File: src/rtl/fetch_pkg.sv
// Shared types and constants for the instruction-fetch stage.
// BRANCH_LUT is the program-specific branch-target table.
package fetch_pkg;

  localparam int PC_W      = 10;
  localparam int LUT_IDX_W = 4;
  localparam int LUT_DEPTH = 2 ** LUT_IDX_W;

  typedef enum logic [1:0] {IDLE, RUN, HALT} fetch_state_t;

  localparam logic [PC_W-1:0] BRANCH_LUT [LUT_DEPTH] = '{
    10'd16,  10'd24,  10'd32,  10'd40,
    10'd100, 10'd200, 10'd300, 10'd400,
    10'd500, 10'd600, 10'd700, 10'd800,
    10'd900, 10'd1000, 10'd1020, 10'd1023
  };

endpackage

File: src/rtl/fetch_unit_branch_lut.sv
// Combinational branch-target lookup: LUT index -> target PC.
module branch_lut #(
  parameter int PC_W      = fetch_pkg::PC_W,
  parameter int LUT_IDX_W = fetch_pkg::LUT_IDX_W
) (
  input  logic [LUT_IDX_W-1:0] idx_i,
  output logic [PC_W-1:0]      target_o
);
  import fetch_pkg::*;

  assign target_o = PC_W'(BRANCH_LUT[idx_i]);

endmodule

File: src/rtl/fetch_unit.sv
// Instruction-fetch stage: PC register, IDLE/RUN/HALT control and next-PC
// selection (sequential, branch-table redirect, hold on stall or halt).
module fetch_unit #(
  parameter int PC_W      = fetch_pkg::PC_W,
  parameter int LUT_IDX_W = fetch_pkg::LUT_IDX_W
) (
  input  logic                 clk,
  input  logic                 rst_n,
  input  logic                 start,
  input  logic                 stall,
  input  logic                 branch_taken,
  input  logic [LUT_IDX_W-1:0] branch_idx,
  input  logic                 done_in,
  output logic [PC_W-1:0]      imem_addr,
  input  logic [8:0]           imem_rdata,
  output logic [8:0]           instruction,
  output logic                 instr_valid,
  output logic [PC_W-1:0]      pc,
  output logic                 done
);
  import fetch_pkg::*;

  fetch_state_t    state_q, state_d;
  logic [PC_W-1:0] pc_q, pc_d;
  logic [PC_W-1:0] branch_target;

  branch_lut #(.PC_W(PC_W), .LUT_IDX_W(LUT_IDX_W)) u_branch_lut (
    .idx_i    (branch_idx),
    .target_o (branch_target)
  );

  always_comb begin
    // NOTE: defaults first so every path assigns every signal; no latch can form.
    state_d = state_q;
    pc_d    = pc_q;
    case (state_q)
      IDLE, HALT: begin
        if (start) begin
          state_d = RUN;
          pc_d    = '0;
        end
      end
      RUN: begin
        // done_in outranks a branch; a stall freezes everything, start is ignored
        if (!stall) begin
          if (done_in)           state_d = HALT;
          else if (branch_taken) pc_d    = branch_target;
          else                   pc_d    = pc_q + PC_W'(1);
        end
      end
      default: state_d = IDLE;
    endcase
  end

  // NOTE: sequential state uses non-blocking assignments so all registers update together.
  always_ff @(posedge clk or negedge rst_n) begin
    if (!rst_n) begin
      state_q <= IDLE;
      pc_q    <= '0;
    end else begin
      state_q <= state_d;
      pc_q    <= pc_d;
    end
  end

  assign imem_addr   = pc_q;
  assign pc          = pc_q;
  assign instr_valid = (state_q == RUN) && !stall;
  assign done        = (state_q == HALT);
  assign instruction = (state_q == RUN) ? imem_rdata : 9'b0;

endmodule

File: config.mk
export PLATFORM = sky130hd
export DESIGN_NAME = fetch_unit
export DESIGN_NICKNAME = d
export VERILOG_FILES = /design/src/rtl/fetch_pkg.sv /design/src/rtl/fetch_unit_branch_lut.sv /design/src/rtl/fetch_unit.sv
export SDC_FILE = /design/constraint.sdc
export NUM_CORES = 1
export LEC_CHECK = 0
export BUFFER_PORTS_ARGS = -buffer_cell sky130_fd_sc_hd__buf_4
export CAP_MARGIN = 20
export CORE_MARGIN = 8
export CORE_UTILIZATION = 47
export CTS_BUF_LIST = sky130_fd_sc_hd__clkbuf_16
export DETAILED_ROUTE_END_ITERATION = 7
export PLACE_DENSITY = 0.79
export SYNTH_ARGS = -nofsm -noshare
export SYNTH_HDL_FRONTEND = slang
export SYNTH_HIERARCHICAL = 1
export SYNTH_SLANG_ARGS = --single-unit
export TNS_END_PERCENT = 30
File: constraint.sdc
create_clock -name clk -period 2.1 [get_ports clk]
set_input_delay 0.315 -clock clk [delete_from_list [all_inputs] [get_ports clk]]
set_output_delay 0.315 -clock clk [all_outputs]
set_load 0.03 [all_outputs]
==> results.md, run 1 <==
- Power consumption: 1.73 mW
- WP data arrival: 1870 ps
- Worst setup EP type: register
- Number of setup violations in the final report: 0
- Final min period: 1710 ps
- Layout cell share with drive strength beyond 1: 32.4%
- Switching part of the total: 46.4%
- Core Region: 0.00241 sq mm
- Register share of total power: 22.9%
- Post-CTS setup buffers: 0
- RSZ-0062 raised after global routing: no
- Syn Nets: 168
- # DRC: 0
- Ys Warns: 6
- Final Util: 62.1%
- Post-DP HPWL: 2360 um
- Async set or reset register ratio after synthesis: 100%
- Worst VDD drop: 0.000681 V
- Max Fanout on Critical Path: 8
- Gr usage total: 14.4%
- Clock Latency Late Sink: 240 ps
- Routability-driven placement congestion ratio: 0.878
- IO Count: 50
- Lkg Pwr: 0.735 nW
- CP startpoint kind: register
- Mean post-synth cell area: 8.00 sq um
- Root buf cell: clkbuf_16
- Maxcap violations: 0
- First-pass GRT wire length: 4990 um
- Main flop type after synthesis: dfrtp_1
- Routed wire per std cell: 14.7 um
- Cell Int Power: 0.924 mW
- WP data required: 2270 ps
- Vias in the first global route: 1,090
- CTS resizes: 0
- Routed WL: 3060 um
- Post-Syn Area: 0.00115 sq mm
- H-tree levels: 1
- Post-synth top area cell: dfrtp_1
- Setup TNS: 0 ps
- Power per cell area: 1150 mW/mm^2
- CTS tree: built
- Final #Nets: 204
- Largest cells by area after synthesis: dfrtp_1, buf_4, o21ai_0
- Synth cell count leaders: nand2_1, o21ai_0, dfrtp_1, buf_4, and2_1
- Post-synth cell types: 39
- IO Port Bufs: 49
- CTS max path bufs: 2
- Sequential share of the synthesized area: 26.1%
- Area Growth Syn to Fin: 30.0%
- Clock Power Share: 20.9%
- Final cycle utilization of the critical path: 81.4%
- Initial antenna violation count: 0
- FP Rows: 18
- Post-synth top area share: 26.1%
- Syn Inst Count: 144
- Gate power share: 56.2%
- Clk sinks: 12
- Largest net degree at the start of global routing: 21
- Congestion Overflow GR: 0
- Clk slew on worst S/H paths: 50 ps
- Count of final hold-check violations: 0
- Setup CP Type: reg2reg
- P_sw: 0.801 mW
- Yosys reg bits: 12
- Total vias in the final route: 1,133
- Pins Over Slew Limit: 0
- DRT antenna net count: 0
- Chip Width: 65.5 um
- First-pass DRT Iterations: 4
- Slew @ Worst Pin: 301 ps
- TritonCTS Buffers: 3
- Worst Hold Class: in2reg
- Die H: 65.5 um
- DIE AREA: 0.00429 sq mm
- Initial drt markers: 45
- Ant diodes: 0
- Starting Density: 47.8%
- R2R cell count: 4
- Max Clk Rate: 0.585 GHz
- Status: completed
- Vias per cell: 5.42
- Post-synth EDFFs: 0
- Slew margin rel.: 79.7%
- Clk_skew: 1.19 ps
- WHS Path Cells: 2
[critical path: stages, from the launching register on]
cell       delay [ps]
dfrtp_1           380
or4b_1            670
or2_1             300
o21bai_1          160
o2bb2ai_1         120
[flip-flops by register name, indices dropped and copies added (netlist names)]
name,count
imem_addr,10
state_q,2
[logic make-up after synthesis]
kind of cell,share of synthesized area (%)
DFF,26.1
buffers and inverters,16.2
and+or+nand+nor,25.1
xor gates and xnor gates,2.93
muxes,3.47
adders and majority gates,5.43
AOI/OAI and AO/OA,20.8
[layout by cell type (no fill, tap or decap), types with 2 or more instances in the layout]
cell type  count
o221ai_1       2
nor2_1         4
nor3_1         7
buf_4         50
o21ai_1        4
and2_1         9
o21ai_0       14
o21a_1         3
a22oi_1        2
nand2_1       14
nor2b_1        2
o31ai_1        3
inv_1          8
nand3_1        4
dfrtp_1       12
mux2i_1        4
clkbuf_16      3
a21oi_1        4
nand2b_1       5
ha_1           5
xnor2_1        2
o211ai_1       2
[power by group through the flow]
stage,combinational [mW],clock [mW],sequential [mW]
after global placement,0.959,0,0.392
after floorplan,0.613,0,0.481
after detailed placement,0.972,0,0.399
after CTS,0.981,0.357,0.396
final,0.970,0.360,0.396
after global routing,1.04,0.367,0.413
[repair_timing]
item,CTS,global route
endpoints found under the setup margin,0,0
hold endpoints to repair,12,0
hold buffers,1,0
[through the flow]
step / instance area [sq um] / setup slack (ps) / hold WS, ps / cells
after floorplan: 1150 / 474 / 19.4 / 144
after global placement: 1410 / 407 / 163 / 204
after detailed placement: 1410 / 361 / 168 / 204
after CTS: 1500 / 392 / 315 / 209
after global routing: 1500 / 315 / 324 / 209
final: 1500 / 392 / 312 / 209
[layout make-up]
cell class	count	area, sq um
well taps	30	37.5
flip-flops and latches	12	300
clock buffers	3	75.1
inverters	8	30.0
fillers	201	912
repair buffers	51	385
multi-input cells	104	666
clock inverters	1	3.75
[final timing paths]
path	start	end	slack [ps]
worst max register to register	state_q[1]	imem_addr[8]	390
worst min-delay path	done_in	state_q[1]	310
worst max-delay path	state_q[1]	imem_addr[8]	390
max in group asynchronous	rst_n	state_q[1]	1490
worst min register to register	imem_addr[8]	imem_addr[8]	580
min in group asynchronous	rst_n	imem_addr[7]	460
[per-layer routing]
layer | track usage (%) | wire, um
met1 | 16.7 | 1250
met2 | 23.4 | 1430
met3 | 5.95 | 338
met4 | 4.90 | 42
met5 | 0 | 0
Note: power is estimated with default switching activity, not from simulation.
==> run 2: changes to the inputs <==
ABC_AREA = 1   (was default)
CORE_UTILIZATION = 44   (was 47)
PLACE_DENSITY = 0.77   (was 0.79)
clock period = 1.47 ns   (was 2.1 ns; I/O delays follow)
==> results.md, run 2 <==
- Register share of total power: 22.7%
- Worst setup EP type: primary output
- Async set or reset register ratio after synthesis: 100%
- Ys Warns: 6
- Clk_skew: 1.79 ps
- Main flop type after synthesis: dfrtp_1
- Largest cells by area after synthesis: dfrtp_1, nand2_1, nor2_1
- Most common cell after layout, fill and taps aside: nand2_1
- Worst Hold Class: in2reg
- Lkg Pwr: 0.947 nW
- Vias in the first global route: 1,177
- Routed wire per std cell: 11.3 um
- Largest net degree at the start of global routing: 17
- Status: completed
- Count of final hold-check violations: 0
- Starting Density: 45.6%
- CTS max path bufs: 2
- Initial antenna violation count: 0
- Routability-driven placement congestion ratio: 0.901
- Post-synth top area share: 24.3%
- Slowest stage delay, CP: 370 ps
- Post-synth top area cell: dfrtp_1
- Max Clk Rate: 0.738 GHz
- Final min period: 1360 ps
- Multi-input logic area: 707 sq um
- TritonCTS Buffers: 3
- P_sw: 1.38 mW
- CP startpoint kind: register
- Clock Latency Late Sink: 240 ps
- First-pass GRT wire length: 4730 um
- Setup CP Type: reg2out
- Post-Syn Area: 0.00123 sq mm
- Fin worst setup slack: 114 ps
- Gr usage total: 12.5%
- Syn Inst Count: 196
- Power per cell area: 1690 mW/mm^2
- Slew @ Worst Pin: 254 ps
- Congestion Overflow GR: 0
- Post-synth cell types: 25
- FP Rows: 19
- Chip Width: 69.0 um
- IO Port Bufs: 49
- First-pass DRT Iterations: 4
- Fill count: 276
- Final #Nets: 263
- Clk sinks: 12
- Routed WL: 3040 um
- Slowest CP cell: dfrtp_1
- Synth cell count leaders: nand2_1, nor2_1, inv_1, buf_4, dfrtp_1
- CTS tree: built
- IO Count: 50
- WP data arrival: 1140 ps
- RSZ-0062 raised after global routing: no
- Root buf cell: clkbuf_16
- Core Region: 0.00271 sq mm
- Max Fanout on Critical Path: 10
- Crit path cell chain: inv_2, nand2_4, nor2_1, buf_4
- Worst VDD drop: 0.00160 V
- Commonest non-fill, non-tap cells in the layout: nand2_1, buf_4, nor2_1
- Most frequent cell after synthesis: nand2_1
- Maxcap violations: 0
- Mean post-synth cell area: 6.30 sq um
- Number of setup violations in the final report: 0
- Area Growth Syn to Fin: 32.4%
- Register Area: 302 sq um
- Vias per cell: 4.72
- Initial drt markers: 48
- Ant diodes: 0
- DRT antenna net count: 0
- DIE AREA: 0.00476 sq mm
- Setup TNS: 0 ps
- Post-DP HPWL: 2390 um
- WP data required: 1250 ps
- Final Util: 60.3%
- Cell Int Power: 1.39 mW
- Switching part of the total: 50.0%
- Post-synth EDFFs: 0
- Layout cell share with drive strength beyond 1: 31.5%
- Sequential share of the synthesized area: 24.3%
- Clk slew on worst S/H paths: 40 ps
- Slew margin rel.: 83.1%
- Syn Nets: 220
- Die H: 69.0 um
- Pins Over Slew Limit: 0
- Max reg flops: 10
- Yosys reg bits: 12
- Post-Place Worst Slack: 128 ps
- Total vias in the final route: 1,270
- # DRC: 0
- H-tree levels: 1
- Final cycle utilization of the critical path: 92.2%
- Clock Power Share: 18.1%
- Gate power share: 59.2%
==> run 2: power by group through the flow <==
stage,logic (mW),clock network (mW),registers (mW)
2_1_floorplan,1.05,0,0.751
6_report,1.64,0.503,0.629
3_3_place_gp,1.63,0,0.621
4_1_cts,1.65,0.512,0.619
3_5_place_dp,1.63,0,0.620
5_1_grt,1.78,0.528,0.650
==> run 2: through the flow <==
stage          total power [mW]  instance area (sq um)  instances  hold slack (ps)
6_report                   2.77                   1640        269              261
5_1_grt                    2.96                   1640        269              271
4_1_cts                    2.78                   1630        269              258
3_5_place_dp               2.26                   1540        264             73.2
3_3_place_gp               2.25                   1540        264             72.0
2_1_floorplan              1.80                   1230        196            -75.1
==> run 2: cells by family after synthesis <==
group | after synthesis | synth area share [%]
AND/OR/NAND/NOR | 120 | 43.0
XOR/XNOR | 3 | 2.13
adder cells (fa/ha/maj) | 5 | 5.07
flip-flops | 12 | 24.3
buffers and inverters | 42 | 19.0
AO/OA/AOI/OAI | 14 | 6.48
==> run 2: per-layer routing <==
| layer | GRT usage, % | vias to the layer above | wire [um] |
|---|---|---|---|
| li1 | - | 666 | - |
| met1 | 14.7 | 552 | 1330 |
| met2 | 21.6 | 50 | 1290 |
| met3 | 4.36 | 2 | 413 |
| met4 | 2.26 | 0 | 8 |
| met5 | 0 | - | 0 |
==> run 2: layout make-up <==
cell class,count,share of cell area (%)
sequential,12,18.4
inverter,27,6.66
tap,31,2.37
multi-input combinational,142,43.2
clock buffer,3,4.59
timing repair buffer,53,24.5
clock inverter,1,0.230
==> run 2: worst paths after layout <==
kind,startpoint,to,slack (ps),depth (start not counted)
min in group asynchronous,rst_n,imem_addr[7],360,2
max reg2reg,imem_addr[2],imem_addr[7],230,7
min,branch_taken,imem_addr[3],260,3
max,state_q[1],instruction[5],110,4
min reg2reg,imem_addr[9],imem_addr[9],560,2
max in group asynchronous,rst_n,state_q[0],940,2
==> run 2: critical path: cells and delay by family (launching register included) <==
kind          cells  cell delay (ps)
buf+inv           2              320
simple gates      2              200
flops             1              370
==> run 2: what timing repair did <==
action	4_1_cts	5_1_grt
buffers inserted	0	0
gates resized for setup	1	2
setup endpoints to repair	10	10
endpoints found under the hold margin	12	0
pin swaps	0	0
hold buffers	1	0
==> run 3: changes to the inputs <==
CORE_UTILIZATION = 48   (was 44)
PLACE_DENSITY = 0.79   (was 0.77)
clock period = 1.4 ns   (was 1.47 ns; I/O delays follow)
==> results.md, run 3 (synthesized netlist as in run 2, its figures left out) <==
- Status: completed
- Post-Layout Cell Count: 268
- Slowest stage delay, CP: 400 ps
- Area Growth Syn to Fin: 32.7%
- Clk_skew: 8.04 ps
- Count of final hold-check violations: 0
- DRT antenna net count: 0
- R2R cell count: 7
- Worst setup EP type: primary output
- Commonest non-fill, non-tap cells in the layout: nand2_1, buf_4, nor2_1
- Number of setup violations in the final report: 0
- Final #Nets: 263
- Clk slew on worst S/H paths: 50 ps
- Setup TNS: 0 ps
- Max Clk Rate: 0.754 GHz
- CTS tree: built
- Initial antenna violation count: 0
- DIE AREA: 0.00445 sq mm
- Initial drt markers: 37
- Routed WL: 3140 um
- Congestion Overflow GR: 0
- Worst Hold Class: in2reg
- Max reg flops: 10
- Largest net degree at the start of global routing: 17
- Crit path cell chain: inv_4, nand2_4, nor2_1, buf_4
- Ant diodes: 0
- Slowest CP cell: dfrtp_1
- Vias in the first global route: 1,188
- Post-CTS setup buffers: 0
- Power consumption: 2.93 mW
- Slew margin rel.: 82.1%
- Total vias in the final route: 1,308
- Gr usage total: 13.8%
- Layout cell share with drive strength beyond 1: 32.4%
- Slew @ Worst Pin: 269 ps
- WHS Path Cells: 3
- Power per cell area: 1790 mW/mm^2
- DP Cell Count: 263
- Chip Width: 66.7 um
- Setup CP Type: reg2out
- Pins Over Slew Limit: 0
- Routability-driven placement congestion ratio: 0.875
- IO Count: 50
- WP data required: 1190 ps
- H-tree levels: 1
- FP Rows: 18
- Root buf cell: clkbuf_16
- Post-DP HPWL: 2430 um
- RSZ-0062 raised after global routing: no
- WP data arrival: 1120 ps
- Final min period: 1330 ps
- # DRC: 0
- Starting Density: 50.3%
- Clock Latency Late Sink: 240 ps
- Die H: 66.7 um
- CP startpoint kind: register
- First-pass GRT wire length: 5000 um
- CTS max path bufs: 2
- TritonCTS Buffers: 3
- Vias per cell: 4.88
- Clk sinks: 12
- First-pass DRT Iterations: 6
- Maxcap violations: 0
- Most common cell after layout, fill and taps aside: nand2_1
- Core Region: 0.00245 sq mm
- Routed wire per std cell: 11.7 um
- Worst VDD drop: 0.00148 V
- IO Port Bufs: 49
- Final cycle utilization of the critical path: 94.8%
- Lkg Pwr: 0.948 nW
- Max Fanout on Critical Path: 10
## run 3: cell count changes in the layout (fill, tap and decap cells not counted)
cell and change:
inv_2 -1, dfrtp_1 -2, dfrtp_2 +2, inv_1 +1, clkinv_1 -1, inv_4 +1
## run 3: what timing repair did
action                     4_1_cts  5_1_grt
pin swaps                        0        0
setup endpoints to repair       10        9
hold buffers                     1        0
hold endpoints to repair        12        0
resized for setup                3        1
## run 3: area by class of cell
class / instances / area, sq um
sequential: 12 / 304
multi-input combinational: 142 / 707
tap: 30 / 37.5
clock buffer: 3 / 75.1
fill: 230 / 816
timing repair buffer: 53 / 400
clock inverter: 1 / 3.75
inverter: 27 / 111
## run 3: where the power goes
group	leakage (nW)	internal, mW	total, mW	switching (mW)
Sequential	0.156	0.470	0.678	0.208
Clock	0.0423	0.376	0.523	0.147
Combinational	0.749	0.615	1.73	1.12
## run 3: final timing paths
kind | startpoint | endpoint | slack [ps]
min in group asynchronous | rst_n | state_q[1] | 340
max in group asynchronous | rst_n | state_q[0] | 890
setup / recovery | state_q[1] | instruction[4] | 70
hold reg to reg | imem_addr[9] | imem_addr[9] | 590
hold / removal | branch_taken | imem_addr[4] | 250
setup reg to reg | imem_addr[3] | imem_addr[9] | 140
## run 3: worst max-delay path: cells and delay by family (launching register included)
kind / cells / cell delay (ps)
flops: 1 / 400
buf+inv: 2 / 280
simple gates: 2 / 190
## run 3: routing by layer
metal,vias up,track usage [%],wire [um]
met1,598,17.8,1400
met5,-,0,0
met4,0,3.20,0
li1,669,-,-
met2,41,21.6,1390
met3,0,4.70,351
## run 3: per-stage QoR
stage	hold slack [ps]	utilization (%)	area, sq um	setup WS [ps]
6_report	252	66.8	1640	73.4
5_1_grt	255	66.8	1640	2.44
4_1_cts	247	66.7	1640	36.0
3_5_place_dp	61.2	62.7	1540	54.5
3_3_place_gp	61.5	62.7	1540	101
2_1_floorplan	-85.6	-	1240	81.5
